--- config.mk ---
export PLATFORM = sky130hd
export DESIGN_NAME = add_sched
export DESIGN_NICKNAME = d
export VERILOG_FILES = /design/src/rtl/add_sched.sv
export SDC_FILE = /design/constraint.sdc
export NUM_CORES = 1
export LEC_CHECK = 0
export ABC_AREA = 1
export BUFFER_PORTS_ARGS = -buffer_cell sky130_fd_sc_hd__buf_4
export CORE_MARGIN = 10
export CORE_UTILIZATION = 30
export DETAILED_ROUTE_END_ITERATION = 16
export PLACE_DENSITY = 0.53
export SLEW_MARGIN = 30
export SYNTH_ARGS = -nofsm -noshare
export SYNTH_HDL_FRONTEND = slang
export SYNTH_SLANG_ARGS = --single-unit
--- constraint.sdc ---
create_clock -name clk -period 4.6 [get_ports clk]
set_input_delay 0.69 -clock clk [delete_from_list [all_inputs] [get_ports clk]]
set_output_delay 0.69 -clock clk [all_outputs]
set_load 0.01 [all_outputs]
--- src/rtl/add_sched.sv ---
// Round-robin scheduler sharing one W-bit adder among N requesters.
// Define ADD_SCHED_PIPE_EN for a two-stage (operand register + adder) variant.
module add_sched #(
  parameter int N = 4,
  parameter int W = 64,
  localparam int IW = $clog2(N)
) (
  input  logic            clk,
  input  logic            rst,
  input  logic [N-1:0]    req_valid,
  input  logic [N*W-1:0]  req_a,
  input  logic [N*W-1:0]  req_b,
  output logic [N-1:0]    req_ready,
  output logic            rsp_valid,
  input  logic            rsp_ready,
  output logic [W-1:0]    rsp_sum,
  output logic            rsp_cout,
  output logic [IW-1:0]   rsp_id,
  output logic [15:0]     ops_cnt
);

  logic [W-1:0]  a_arr [N];
  logic [W-1:0]  b_arr [N];
  logic [IW-1:0] ptr_reg, ptr_next;
  logic [IW-1:0] win;
  logic [IW:0]   idx_wide;
  logic          win_found;
  logic          issue_ok;
  logic          grant;
  logic          out_adv;
  logic [W-1:0]  a_sel, b_sel;
  logic [W:0]    sum_full;
  logic [15:0]   cnt_reg;
  logic          rsp_valid_reg;
  logic [W-1:0]  rsp_sum_reg;
  logic          rsp_cout_reg;
  logic [IW-1:0] rsp_id_reg;

  generate
    for (genvar gi = 0; gi < N; gi++) begin : g_unpack
      assign a_arr[gi] = req_a[gi*W +: W];
      assign b_arr[gi] = req_b[gi*W +: W];
    end
  endgenerate

  // First valid requester at or after ptr, wrapping modulo N.
  always_comb begin
    win       = ptr_reg;
    win_found = 1'b0;
    idx_wide  = '0;
    for (int k = 0; k < N; k++) begin
      idx_wide = {1'b0, ptr_reg} + (IW+1)'(k);
      if (idx_wide >= (IW+1)'(N))
        idx_wide = idx_wide - (IW+1)'(N);
      if (!win_found && req_valid[idx_wide[IW-1:0]]) begin
        win_found = 1'b1;
        win       = idx_wide[IW-1:0];
      end
    end
  end

  assign out_adv   = !rsp_valid_reg || rsp_ready;
  assign grant     = win_found && issue_ok && !rst;
  assign req_ready = grant ? (N'(1) << win) : '0;
  assign a_sel     = a_arr[win];
  assign b_sel     = b_arr[win];
  assign ptr_next  = (win == IW'(N-1)) ? '0 : win + 1'b1;

  always_ff @(posedge clk) begin
    if (rst) begin
      ptr_reg <= '0;
      cnt_reg <= '0;
    end else if (grant) begin
      ptr_reg <= ptr_next;
      cnt_reg <= cnt_reg + 16'd1;
    end
  end

`ifdef ADD_SCHED_PIPE_EN
  logic          s1_valid_reg;
  logic [W-1:0]  s1_a_reg, s1_b_reg;
  logic [IW-1:0] s1_id_reg;

  // Stage 1 may refill while its content moves into the output register.
  assign issue_ok = !s1_valid_reg || out_adv;
  assign sum_full = {1'b0, s1_a_reg} + {1'b0, s1_b_reg};

  always_ff @(posedge clk) begin
    if (rst) begin
      s1_valid_reg  <= 1'b0;
      s1_a_reg      <= '0;
      s1_b_reg      <= '0;
      s1_id_reg     <= '0;
      rsp_valid_reg <= 1'b0;
      rsp_sum_reg   <= '0;
      rsp_cout_reg  <= 1'b0;
      rsp_id_reg    <= '0;
    end else begin
      if (issue_ok) begin
        s1_valid_reg <= grant;
        if (grant) begin
          s1_a_reg  <= a_sel;
          s1_b_reg  <= b_sel;
          s1_id_reg <= win;
        end
      end
      if (out_adv) begin
        rsp_valid_reg <= s1_valid_reg;
        if (s1_valid_reg) begin
          rsp_sum_reg  <= sum_full[W-1:0];
          rsp_cout_reg <= sum_full[W];
          rsp_id_reg   <= s1_id_reg;
        end
      end
    end
  end
`else
  assign issue_ok = out_adv;
  assign sum_full = {1'b0, a_sel} + {1'b0, b_sel};

  always_ff @(posedge clk) begin
    if (rst) begin
      rsp_valid_reg <= 1'b0;
      rsp_sum_reg   <= '0;
      rsp_cout_reg  <= 1'b0;
      rsp_id_reg    <= '0;
    end else if (grant) begin
      rsp_valid_reg <= 1'b1;
      rsp_sum_reg   <= sum_full[W-1:0];
      rsp_cout_reg  <= sum_full[W];
      rsp_id_reg    <= win;
    end else if (rsp_valid_reg && rsp_ready) begin
      rsp_valid_reg <= 1'b0;
    end
  end
`endif

  assign rsp_valid = rsp_valid_reg;
  assign rsp_sum   = rsp_sum_reg;
  assign rsp_cout  = rsp_cout_reg;
  assign rsp_id    = rsp_id_reg;
  assign ops_cnt   = cnt_reg;

endmodule

# Word level (Yosys, flattened, before mapping)
# Index checks and enable logic that the tools add are counted.
# classes
addsub,10
n_lt_le_gt_ge,9
eq_ne,1
shift,1
n_mux,30
bitwise,1
reduce_logical,13
# ops
op,n
binary-select mux 64 bit (select 2 bit),2
two-way mux 64 bit,4
adder 64 x 64 -> 65 bit,1
two-way mux 2 bit,9
adder 16 x 1 -> 16 bit (second input constant),1
greater-or-equal comparator 3 bit (second input constant),4
less-than comparator 2 x 3 -> 1 bit (second input constant),4
two-way mux 1 bit,10
binary-select mux 1 bit (select 2 bit),4
subtractor 2 x 1 -> 2 bit (second input constant),4
adder 2 x 2 -> 3 bit (second input constant),2
logical AND 1 bit,6
zero test 1 bit,5
two-way mux 4 bit,1
left shift 1 x 2 -> 4 bit (first input constant),1
adder 2 x 1 -> 3 bit (second input constant),1
greater-or-equal comparator 2 x 3 -> 1 bit (second input constant),1
inverter 2 -> 3 bit,1
adder 2 x 1 -> 2 bit (second input constant),1
== test 2 bit (second input constant),1
nonzero test 2 bit,1
logical OR 1 bit,1
# word_totals
ff_bits,86
wordCells,71

# Longest topological paths before layout
# logic_depth
depth_word,19
ltp_mapped,32

# Least setup slack after synthesis
# No wires, ideal clock.
# synth_path
path_type,input to register
from,input req_valid[3]
to,register rsp_sum_reg[60] (netlist: rsp_sum[60])
arrival_time_ns,3.698
required_time_ns,4.491
path_slack_ns,0.793
path_stages,31
path_buffers,3
path_cell_list,inv_1 nand2_1 o21ai_1 nand2_1 nand2_2 inv_2 nor2_4 nand4_2 buf_4 buf_2 buf_2 nand3_1 nand2_1 nor2_1 nor2_1 ha_1 fa_1 nand3_1 nand3_1 nand2_1 nand2_1 nand2_1 nand2_1 nand2_1 nand2_1 nand2_1 nand2_1 nand2_1 nand3_1 nand2_1 inv_1
# synth_via
elab_chain_len,17
word_cells_on_any_way,32
cone_classes,add/sub (1); mux (22); bitwise (1); reduce/logical (8)
# synth_rtl
element,line_no,text
start: declaration,10,"input logic [N-1:0] req_valid,"
binary-select mux 1 bit (select 2 bit),55,if (!win_found && req_valid[idx_wide[IW-1:0]]) begin
two-way mux 1 bit (implied by the code),55,
two-way mux 1 bit,55,
zero test 1 bit,55,
logical AND 1 bit,55,
two-way mux 1 bit,55,
zero test 1 bit,55,
logical AND 1 bit,55,
two-way mux 1 bit,55,
zero test 1 bit,55,
logical AND 1 bit,55,
two-way mux 2 bit,55,
inverter 2 -> 3 bit (implied by the code),"65, 66",
binary-select mux 64 bit (select 2 bit) (on tied branches),"65, 66",
two-way mux 64 bit (on tied branches) (2 in a row),"65, 66",
adder 64 x 64 -> 65 bit,119,"assign sum_full = {1'b0, a_sel} + {1'b0, b_sel};"
end signal: assignment,129,rsp_sum_reg <= sum_full[W-1:0];
end: declaration,35,logic [W-1:0] rsp_sum_reg;
# Several ways; a longest one is shown, not always the timed one. The select of a mux whose other input is x is not followed.
# A chain may end at the register's enable or synchronous reset.

# Worst setup path after layout
# layout_path
from,register ptr_reg[0]
to,register rsp_sum_reg[38] (netlist: rsp_sum[38])
# layout_via
elab_chain_len,19
word_cells_on_any_way,47
cone_classes,add/sub (8); order compare (4); mux (26); bitwise (1); reduce/logical (8)
# layout_rtl
element,line_no,text
start: declaration,24,"logic [IW-1:0] ptr_reg, ptr_next;"
start signal: assignment,74,ptr_reg <= ptr_next;
branches (longest 19 deep; another with adder 2 x 1 -> 3 bit),--,
# Several ways; the timed one is not identified. The select of a mux whose other input is x is not followed.

==> flow_summary.yaml <==
critical_path:
  worst_path_most_repeated_cell: "nand2_1"
  path_max_fanout: 78
  crit_type: "reg2reg"
  cp_slowest_cell: "dfxtp_4"
  worstPathRequired_ps: 4880
  reg2reg_slack_ps: 380
  cp_slowest_stage_delay_ps: 470
  arrival_ps: 4500
  endpoint_kind: "register"
  setup.worst_path.start_class: "register"
  worst-path-buf-inv: 7
  path_delay_family: "simple AND/OR/NAND/NOR gates"
flow_run:
  cap_violations: 0
sta:
  worst_pin_slew_ps: 793
  fmax_mhz: 237
  period_share: 0.916
  timing.hold.ws_ps: 455
  fin_skew_ps: 7.78
  finalSetupViolations: 0
  hold_violations: 0
  finalMaxSlewViolations: 0
  rsz0062_at_grt: "no"
  setup_tns_ps: 0
  finalCriticalPeriod_ps: 4220
  maxSlewHeadroom: 0.471
clock_network:
  numCtsBuffers: 9
  cts_resized: 0
  cts_root_buf: "clkbuf_16"
  cts_tree: "built"
  cts-root-to-sink-buffers: 2
  cts.sinks: 86
  cts_setup_buffers: 0
  path_clk_slew_ps: 80
  htree_levels: 3
  postCtsHoldBufs: 0
  clk_latency_ps: 380
floorplanning:
  initial_utilization: 0.302
  die_area_mm2: 0.0582
  die_w_um: 241
  core_mm2: 0.0486
  ios: 607
  die_h_um: 241
  rows: 81
route:
  vias_per_cell: 4.76
  ant_nets: 0
  finalWirelength_mm: 75.7
  firstDrtPassIters: 5
  via_count: 20400
  avgRoutedWirePerCell_um: 17.6
  drc: 0
  drt_iter0_drc: 1235
global_routing:
  grt_max_degree: 115
  antenna_found_initial: 1
  overflow: 0
  grt_pass1_wl_mm: 113
  grt_pass1_vias: 20100
  grt_util_all_layers: 0.248
yosys:
  async_flop_share: 0
  mappedNetlistArea_mm2: 0.0147
  synth_nets: 3649
  ys.flop_type: "dfxtp_1"
  yosys.area.top_type: "nand2_1"
  synth_edf_count: 0
  ys_seq_area_frac: 0.117
  synth_area_leaders: "nand2_1, nor2_1, nand3_1"
  netlist.area_leader.share: 0.336
  synthCells: 3060
  synth-seq-cells: 86
  yosysWarningCount: 0
  postSynthAreaPerCell_um2: 4.80
  yosysUniqueCellTypes: 36
outcome:
  outcome: "complete, no violations"
place:
  dp.cells: 4274
  place.gp.congestion: 0.964
  hpwl_mm: 63.8
  io_buffers: 606
finish:
  fin_cells: 4290
  largest_reg_flops: 64
  fin_nets: 4252
  synthToLayoutAreaGrowth_pct: 40.9
  layout-drive-gt1-share: 0.211
  insertedDiodeCount: 0
  utilization: 0.426
min_path:
  min_path_type: "reg2reg"
Yosys cell counts (20+ instances only):
cell type and instances:
a21oi_1 70, nand3_1 358, clkbuf_1 27, inv_1 377, ha_1 69, nor2_1 511
o21ai_0 45, nand2_1 1314, dfxtp_1 86, nor3_1 20, buf_2 77, xnor2_1 21
final cells by class:
cell class	count	area (um2)
well taps	622	778
clock buffers	9	225
inverters	379	1420
repair buffers	728	5630
multi-input cells	2459	10900
fillers	5583	27900
clock inverters	7	71.3
flip-flops and latches	86	1730
through the flow:
| stage | setup WS (ps) | cell area, um2 |
|---|---|---|
| 2_1_floorplan | 793 | 14700 |
| 5_1_grt | 13.2 | 20700 |
| 3_3_place_gp | -63.3 | 20300 |
| 4_1_cts | 13.3 | 20600 |
| 6_report | 384 | 20700 |
| 3_5_place_dp | -95.3 | 20300 |
worst register-to-register path: cells and delay by family (launching register included):
family        cells  cell delay (ps)
fa+ha+maj         1              290
simple gates     21             2440
buf+inv           7              900
flops             1              470
routing by layer:
layer  share of wire  GRT usage  vias to the layer above
met1            0.41      0.285                     9209
li1                -          -                    10600
met4           0.027     0.0707                        2
met3           0.053     0.0442                       98
met5        0.000092          0                        -
met2            0.51      0.458                      557
cells by family (layout without fill, tap and decap cells):
family          count (synthesis)  count (layout)  synth area share
buf+inv                       515            1123             0.151
fa+ha+maj                      70              70            0.0601
compound gates                124             124            0.0435
xor+xnor                       29              29            0.0178
simple gates                 2236            2236             0.610
flops                          86              86             0.117
worst paths after layout:
path                             startpoint           to  cells after the start
worst max-delay path             ptr_reg[0]  rsp_sum[38]                     29
worst min register to register  rsp_sum[20]  rsp_sum[20]                      2
worst min-delay path            rsp_sum[20]  rsp_sum[20]                      2
worst max register to register   ptr_reg[0]  rsp_sum[38]                     29
layout by cell type, fill, tap and decap left out, types with 13 or more instances in the layout:
cell,count
a21oi_1,67
buf_4,715
dfxtp_1,84
ha_1,68
inv_1,376
nand2_1,1311
nand3_1,357
nand4_1,13
nor2_1,507
nor3_1,20
o21ai_0,45
xnor2_1,21
Power is not shown: default switching activity piles up to over one toggle a cycle in this logic, so the estimate is an artifact.
